==> src/rtl/ui_pkg.sv <==
// Shared user-interface definitions: push-button FSM states and default
// timing constants used by the button conditioner and the sequencer top.
package ui_pkg;

    localparam int DEBOUNCE_CYCLES_DEF   = 10;
    localparam int LONG_PRESS_CYCLES_DEF = 100;
    localparam int SYNC_STAGES_DEF       = 2;

    typedef enum logic [1:0] {
        IDLE             = 2'd0,
        PRESS_DEBOUNCE   = 2'd1,
        HELD             = 2'd2,
        RELEASE_DEBOUNCE = 2'd3
    } btn_state_e;

endpackage

==> src/rtl/bit_synchronizer.sv <==
// Multi-flop synchroniser for a single asynchronous pad bit. Shared by all
// pad inputs that need to be brought into the clk domain.
module bit_synchronizer #(
    parameter int SYNC_STAGES = 2
) (
    input  logic clk,
    input  logic reset,
    input  logic d,
    output logic q
);

    logic [SYNC_STAGES-1:0] stages;

    // Shift the pad level through the flop chain; all stages clear on reset.
    always_ff @(posedge clk or posedge reset) begin
        if (reset) begin
            stages <= '0;
        end else begin
            stages <= {stages[SYNC_STAGES-2:0], d};
        end
    end

    assign q = stages[SYNC_STAGES-1];

endmodule

==> src/rtl/button_conditioner.sv <==
// Push-button front end: synchronise, debounce both edges, and emit
// single-cycle press / release / long-press strobes plus a clean level.
//
// state            | meaning
// -----------------+-------------------------------------------------------
// IDLE             | button released and stable
// PRESS_DEBOUNCE   | sync high, counting stable cycles before accepting press
// HELD             | press accepted, hold counter running
// RELEASE_DEBOUNCE | sync low, counting stable cycles before accepting release
module button_conditioner
    import ui_pkg::*;
#(
    parameter int DEBOUNCE_CYCLES   = DEBOUNCE_CYCLES_DEF,
    parameter int LONG_PRESS_CYCLES = LONG_PRESS_CYCLES_DEF,
    parameter int SYNC_STAGES       = SYNC_STAGES_DEF
) (
    input  logic clk,
    input  logic reset,
    input  logic button_raw,
    output logic pressed,
    output logic press_pulse,
    output logic release_pulse,
    output logic long_press_pulse
);

    localparam int DB_W   = $clog2(DEBOUNCE_CYCLES + 1);
    localparam int HOLD_W = $clog2(LONG_PRESS_CYCLES + 1);

    localparam logic [DB_W-1:0]   DB_LAST   = DB_W'(DEBOUNCE_CYCLES - 1);
    localparam logic [HOLD_W-1:0] HOLD_LAST = HOLD_W'(LONG_PRESS_CYCLES - 1);
    localparam logic [HOLD_W-1:0] HOLD_MAX  = HOLD_W'(LONG_PRESS_CYCLES);

    logic              sync;
    btn_state_e        state, state_next;
    logic [DB_W-1:0]   db_cnt, db_next;
    logic [HOLD_W-1:0] hold_cnt, hold_next;
    logic              press_next, release_next, long_next, pressed_next;
    logic              active_now, active_next;

    bit_synchronizer #(
        .SYNC_STAGES(SYNC_STAGES)
    ) u_sync (
        .clk  (clk),
        .reset(reset),
        .d    (button_raw),
        .q    (sync)
    );

    // Next-state, counter and strobe decode for the debounce FSM.
    always_comb begin
        state_next   = state;
        db_next      = db_cnt;
        hold_next    = hold_cnt;
        press_next   = 1'b0;
        release_next = 1'b0;
        long_next    = 1'b0;

        case (state)
            IDLE: begin
                if (sync) begin
                    state_next = PRESS_DEBOUNCE;
                    db_next    = '0;
                end
            end
            PRESS_DEBOUNCE: begin
                if (!sync) begin
                    state_next = IDLE;
                end else if (db_cnt == DB_LAST) begin
                    state_next = HELD;
                    press_next = 1'b1;
                    hold_next  = '0;
                end else begin
                    db_next = db_cnt + 1'b1;
                end
            end
            HELD: begin
                if (hold_cnt != HOLD_MAX) hold_next = hold_cnt + 1'b1;
                if (!sync) begin
                    state_next = RELEASE_DEBOUNCE;
                    db_next    = '0;
                end
            end
            RELEASE_DEBOUNCE: begin
                if (hold_cnt != HOLD_MAX) hold_next = hold_cnt + 1'b1;
                if (sync) begin
                    state_next = HELD;
                end else if (db_cnt == DB_LAST) begin
                    state_next   = IDLE;
                    release_next = 1'b1;
                end else begin
                    db_next = db_cnt + 1'b1;
                end
            end
            default: begin
                state_next = IDLE;
            end
        endcase

        active_now   = (state == HELD) || (state == RELEASE_DEBOUNCE);
        active_next  = (state_next == HELD) || (state_next == RELEASE_DEBOUNCE);
        pressed_next = active_next;
        // Long press only fires while the press is still live after this edge,
        // which keeps it from coinciding with the release strobe.
        if (active_now && active_next && (hold_cnt == HOLD_LAST)) long_next = 1'b1;
    end

    // State, counters and registered outputs.
    always_ff @(posedge clk or posedge reset) begin
        if (reset) begin
            state            <= IDLE;
            db_cnt           <= '0;
            hold_cnt         <= '0;
            pressed          <= 1'b0;
            press_pulse      <= 1'b0;
            release_pulse    <= 1'b0;
            long_press_pulse <= 1'b0;
        end else begin
            state            <= state_next;
            db_cnt           <= db_next;
            hold_cnt         <= hold_next;
            pressed          <= pressed_next;
            press_pulse      <= press_next;
            release_pulse    <= release_next;
            long_press_pulse <= long_next;
        end
    end

endmodule
==> config.mk <==
export PLATFORM = sky130hd
export DESIGN_NAME = button_conditioner
export DESIGN_NICKNAME = d
export VERILOG_FILES = /design/src/rtl/ui_pkg.sv /design/src/rtl/bit_synchronizer.sv /design/src/rtl/button_conditioner.sv
export SDC_FILE = /design/constraint.sdc
export NUM_CORES = 1
export LEC_CHECK = 0
export ABC_AREA = 1
export BUFFER_PORTS_ARGS = -buffer_cell sky130_fd_sc_hd__buf_4
export CAP_MARGIN = 30
export CORE_ASPECT_RATIO = 1.25
export CORE_UTILIZATION = 34
export DETAILED_ROUTE_END_ITERATION = 8
export REMOVE_ABC_BUFFERS = 1
export SLEW_MARGIN = 0
export SYNTH_ARGS = -nofsm -noshare
export SYNTH_HDL_FRONTEND = slang
export SYNTH_SLANG_ARGS = --single-unit
==> constraint.sdc <==
create_clock -name clk -period 1.4 [get_ports clk]
set_clock_uncertainty 0.15 [all_clocks]
set_input_delay 0.21 -clock clk [delete_from_list [all_inputs] [get_ports clk]]
set_output_delay 0.21 -clock clk [all_outputs]
set_load 0.005 [all_outputs]
==> impl_metrics.yaml, run 1 <==
worst_setup_path:
  critPathBufInv: 2
  worstPathMaxFanout: 5
  cp.arrival_ns: 1.49
  worst_ep_required_time_ns: 1.48
  cp_common_cell: "nand2_2"
  path_delay_family: "flip-flops"
  cp-end-kind: "flip-flop"
  critPathSlowestCell: "dfrtp_1"
  cp-start-kind: "flip-flop"
  cp_cell_sequence: "ha_1 -> nand2_1 -> inv_2 -> nand2_2 -> nand2_4 -> inv_4 -> nand2_2 -> a21oi_2"
  crit_type: "flip-flop to flip-flop"
  cp_slowest_stage_delay_ns: 0.40
power:
  p_per_area_nw_per_um2: 1200
  total_leakage_power_uw: 0.000632
  p_comb_share_pct: 39.2
  ir_worst_vdd_mv: 0.734
  switching_power_uw: 576
  pwr-share-seq_pct: 43.7
  clkPwrFrac_pct: 17.1
  swShare_pct: 35.7
  p_int_uw: 1040
logic_synthesis:
  synth_top_area_share_pct: 48.7
  yosys-top-cells-area: "dfrtp_1, nand2_1, ha_1, nand3_1, inv_1"
  synth-edff-count: 0
  syn_inst: 112
  yosysMostFrequentCell: "nand2_1"
  synth_area_sq_um: 976
  synth_seq_area_share_pct: 48.7
  synthArstFlopShare_pct: 100
  synth_commonest_cells: "nand2_1, dfrtp_1, inv_1, nand3_1, nor2_1"
  ys_types: 23
  yosysWarnings: 0
  synth_area_leader_cell: "dfrtp_1"
  synth_ff_type: "dfrtp_1"
  synth.ff_latch_count: 19
  syn-mean-instance-area_sq_um: 8.71
clock_tree:
  path_clk_slew_ns: 0.10
  cts.sink_count: 19
  cts_buffer_depth: 2
  cts_tree: "done"
  htree_levels: 1
  clockRootBuffer: "clkbuf_4"
  clock_latency_ns: 0.29
  numCtsBuffers: 3
route:
  firstDrtPassIters: 2
  drt_iter0_drc: 20
  wl_um: 2050
  antenna_left: 0
  drt-vias-per-instance: 4.71
  drc: 0
  num_vias: 805
  routedWlPerCell_um: 12.0
global_route:
  grt_pass1_wl_um: 3050
  overflow: 0
  grt_pass1_vias: 718
  grt_usage_pct: 13.5
  antenna_found_initial: 0
  grt_start_max_net_pins: 20
place:
  place.gp.congestion: 0.798
  place_inst: 159
  place_ws_ns: -0.0723
  hpwlAfterDp_um: 1290
  port_buffers: 6
sta:
  fin_crit_ns: 1.42
  slew_viol_final: 0
  rsz0062_at_grt: "yes"
  fmax_mhz: 707
  setup_tns_ns: -0.0166
  slew_headroom_pct: 78.2
  tightest_slew_ns: 0.327
  worst_slack_ns: -0.0151
  finalCritPeriodShare_pct: 101
  setup_violations: 2
  hold_viol_final: 0
die:
  start_util_pct: 36.1
  core-area_sq_um: 2710
  ios: 7
  die_w_um: 49.9
  rows: 21
  fp.dieH_um: 61.9
  dieArea_sq_um: 3090
flow_run:
  drv_cap: 0
finish:
  final_layout_size_suffix_gt1_share_pct: 40.9
  multiInputGateArea_sq_um: 556
  antenna-diode-count: 0
  fin_nets: 145
  fillers: 260
  fin_cells: 171
  area_delta_synth_final_pct: 37.8
  regArea_sq_um: 478
run_status:
  violations: "setup timing"
  status: "complete, but fails checks"
min_path:
  worstHoldPathType: "flip-flop to flip-flop"
-- layer usage --
layer  routed length (um)  global-route usage [%]  vias up
met2                 1170                    25.9        7
li1                     -                       -      402
met4                   34                    7.35        0
met3                   27                    2.19        4
met1                  825                    14.5      392
met5                    0                       0        -
-- through the flow --
stage / utilization (%) / total power (uW) / instance area, sq um / hold slack, ns
after CTS: 43.8 / 1430 / 1180 / 0.215
after floorplan: - / 956 / 948 / 0.0111
after detailed placement: 41.1 / 1120 / 1110 / 0.105
final: 49.7 / 1610 / 1350 / 0.214
after global placement: 41.1 / 1100 / 1110 / 0.105
after global routing: 49.7 / 1730 / 1350 / 0.236
-- path summary, 6_finish.rpt --
kind / start / endpoint / slack (ns) / depth (start not counted)
worst max-delay path: db_cnt[0] / db_cnt[0] / -0.02 / 8
worst min-delay path: u_sync.stages[0] / u_sync.stages[1] / 0.21 / 0
worst max register to register: db_cnt[0] / db_cnt[0] / -0.02 / 8
worst min register to register: u_sync.stages[0] / u_sync.stages[1] / 0.21 / 0
max in group asynchronous: reset / hold_cnt[3] / 0.55 / 4
min in group asynchronous: reset / hold_cnt[1] / 0.33 / 4
-- logic make-up (layout without fill, tap and decap cells) --
logic type	Yosys count	after routing	synth area share [%]
adders and majority gates	4	4	5.13
AOI/OAI and AO/OA	13	13	9.10
DFF	19	19	48.7
xor gates and xnor gates	4	4	3.59
and+or+nand+nor	54	55	24.6
buffers and inverters	18	42	8.85
-- flip-flops by register name (all words and copies together) (netlist names) --
register and cells:
pressed 1, hold_cnt 7, u_sync.stages 2, long_press_pulse 1, state 2, db_cnt 4
press_pulse 1, release_pulse 1
-- power groups by stage --
stage | Combinational (uW) | Sequential [uW] | Clock, uW
2_1_floorplan | 237 | 719 | 0
3_3_place_gp | 398 | 705 | 0
3_5_place_dp | 410 | 707 | 0
4_1_cts | 452 | 691 | 287
5_1_grt | 706 | 715 | 313
6_report | 633 | 706 | 276
-- layout by cell type, fill, tap and decap left out, drive strengths merged --
cell type,instances
nand3,10
nand2,34
o21a,2
o211ai,1
ha,4
a21oi,1
clkbuf,4
o21ai,7
nand4,1
inv,15
o21bai,2
buf,21
nor3,1
nor2,8
or2,1
dlygate4sd3,2
xor2,4
dfrtp,19
-- layout make-up --
class                   count  share of cell area (%)
well taps                  34                    3.16
multi-input cells          76                    41.3
inverters                  15                    4.56
flip-flops and latches     19                    35.5
repair buffers             23                    13.5
clock buffers               4                    1.95
-- what timing repair did --
item | CTS | global route
hold buffers | 2 | 0
buffers inserted | 2 | 3
hold endpoints to repair | 20 | 0
gates cloned | 0 | 1
resized for setup | 4 | 33
pin swaps | 1 | 12
setup endpoints to repair | 9 | 13
No activity file was read; power rests on OpenSTA's default activity.
==> run 2: changes to the inputs <==
GPL_TIMING_DRIVEN = 0   (was default)
==> run 2 against run 1 <==
  * The flow still finishes with violations (setup timing)
  * Largest cell class unchanged
  * Count of clock-buffer cells in the layout fell by 1
  * Total power fell by 5.2%
  * Sequential share of layout area is 3.2 points higher
  * Core utilization is 4.1 points lower
  * Hold slack better by 0.019 ns
  * Global-route usage grew 0.56 points
  * Design area down 8.3%
  * Worst setup slack got worse by 0.011 ns
  * Critical endpoint is now hold_cnt[5]
  * First-iteration DRC count shrank 45%
==> impl_metrics.yaml, run 2 (same netlist as run 1, synthesis figures left out) <==
sta:
  fmax_mhz: 701
  fin_crit_ns: 1.43
  finalCritPeriodShare_pct: 102
  setup_violations: 7
  worst_slack_ns: -0.0263
  tightest_slew_ns: 0.730
  rsz0062_at_grt: "yes"
  hold_slack_ns: 0.233
  slew_viol_final: 0
  hold_viol_final: 0
  slew_headroom_pct: 51.3
clock_tree:
  clock_latency_ns: 0.31
  cts_tree: "done"
  clockRootBuffer: "clkbuf_4"
  cts_buffer_depth: 2
  numCtsBuffers: 3
  path_clk_slew_ns: 0.12
  cts.sink_count: 19
  htree_levels: 1
die:
  dieArea_sq_um: 3090
  fp.dieH_um: 61.9
  die_w_um: 49.9
  ios: 7
  start_util_pct: 36.1
  rows: 21
  core-area_sq_um: 2710
route:
  drt_iter0_drc: 11
  drc: 0
  routedWlPerCell_um: 11.6
  antenna_left: 0
  drt-vias-per-instance: 4.83
  firstDrtPassIters: 4
  wl_um: 1880
  num_vias: 783
run_status:
  status: "complete, but fails checks"
  violations: "setup timing"
finish:
  final_layout_size_suffix_gt1_share_pct: 32.8
  regMostFlops: "hold_cnt"
  fin_cells: 162
  area_delta_synth_final_pct: 26.4
  final_core_util_pct: 45.6
  antenna-diode-count: 0
  layout_commonest_cell: "nand2_1"
  largestRegisters: "hold_cnt (7), db_cnt (4)"
  fin_nets: 136
  largest_reg_flops: 7
  final_cell_mix: "nand2_1, dfrtp_1, inv_1"
min_path:
  worstHoldStart: "u_sync.stages[0]"
  hold_depth: 0
  hold_end: "u_sync.stages[1]"
  worstHoldPathType: "flip-flop to flip-flop"
worst_setup_path:
  cp_common_cell: "nand2_4"
  cp-start-kind: "flip-flop"
  critPathBufInv: 2
  crit_type: "flip-flop to flip-flop"
  cp_slowest_stage_delay_ns: 0.40
  cp-end-kind: "flip-flop"
  reg2regPathDepth: 9
  worstPathMaxFanout: 6
  cp.arrival_ns: 1.48
  r2r_slack_ns: -0.03
  timing.rr.start: "db_cnt[1]"
  reg2reg_to: "hold_cnt[5]"
  path_delay_family: "simple AND/OR/NAND/NOR gates"
  worst_ep_required_time_ns: 1.45
  critPathSlowestCell: "dfrtp_1"
  cp_cell_sequence: "inv_1 -> ha_2 -> nand2_2 -> inv_4 -> nand3_4 -> nand2_4 -> nand2_4 -> nand2_1 -> o21ai_2"
power:
  ir_worst_vdd_mv: 0.696
  total_power_uw: 1530
  total_leakage_power_uw: 0.000602
  p_per_area_nw_per_um2: 1240
global_route:
  antenna_found_initial: 0
  grt_pass1_wl_um: 3210
  overflow: 0
  grt_start_max_net_pins: 20
  grt_pass1_vias: 745
  grt_usage_pct: 14.1
place:
  port_buffers: 6
  place_inst: 149
  place.gp.congestion: 0.781
  place_ws_ns: -0.174
  hpwlAfterDp_um: 1170
flow_run:
  drv_cap: 0
[run 2: cell types whose count changed in the layout (fill, tap and decap cells not counted), moves of 2 or more]
cell     previous run  this run
inv_2               2         0
nand2_8             2         0
nand2_4             2         5
o21ai_1             1         3
ha_4                2         0
nand2_2             8         3
buf_4              20        11
nand2_1            22        26
ha_2                0         2
[run 2: report_power, final]
part / total [uW] / internal [uW] / switching (uW)
combinational: 517 / 226 / 291
clock: 287 / 107 / 181
sequential: 726 / 634 / 91.9
total: 1530 / 967 / 564
[run 2: through the flow]
stage          instance area (sq um)  TNS (ns)
2_1_floorplan                    948   -0.0214
3_3_place_gp                    1040     -1.08
3_5_place_dp                    1040     -1.27
4_1_cts                         1190   -0.0568
5_1_grt                         1230    -0.861
6_report                        1230    -0.127
[run 2: worst register-to-register path: cells and delay by family (launching register included)]
family	cells	cell delay (ns)
AOI/OAI and AO/OA	1	0.05
buffers and inverters	2	0.14
and+or+nand+nor	5	0.43
adders and majority gates	1	0.16
DFF	1	0.40
[run 2: worst max path at each step]
stage / from / to / slack (ns) / cells past startpoint
final: db_cnt[1] / hold_cnt[5] / -0.03 / 9
after detailed placement: db_cnt[1] / hold_cnt[6] / -0.17 / 9
after floorplan: db_cnt[1] / hold_cnt[6] / -0.008 / 9
after global routing: db_cnt[1] / hold_cnt[6] / -0.10 / 9
after global placement: db_cnt[1] / hold_cnt[6] / -0.16 / 9
after CTS: db_cnt[1] / hold_cnt[5] / -0.02 / 9
[run 2: cell type report]
class | instances | area [sq um]
clock buffers | 3 | 22.5
clock inverters | 1 | 5.00
fillers | 256 | 1470
inverters | 15 | 63.8
multi-input cells | 76 | 508
flip-flops and latches | 19 | 478
well taps | 34 | 42.5
repair buffers | 14 | 114
[run 2: layer usage]
metal | vias to the layer above | wire [um] | global-route usage [%]
li1 | 379 | - | -
met1 | 382 | 791 | 14.3
met2 | 17 | 979 | 28.2
met3 | 5 | 71 | 2.19
met4 | 0 | 35 | 7.35
met5 | - | 0 | 0
[run 2: repair_timing]
item	CTS	global route
hold buffers	2	0
setup buffers	3	3
endpoints found under the hold margin	20	0
cloned	1	0
pin swaps	5	4
resized for setup	19	10
endpoints found under the setup margin	12	12
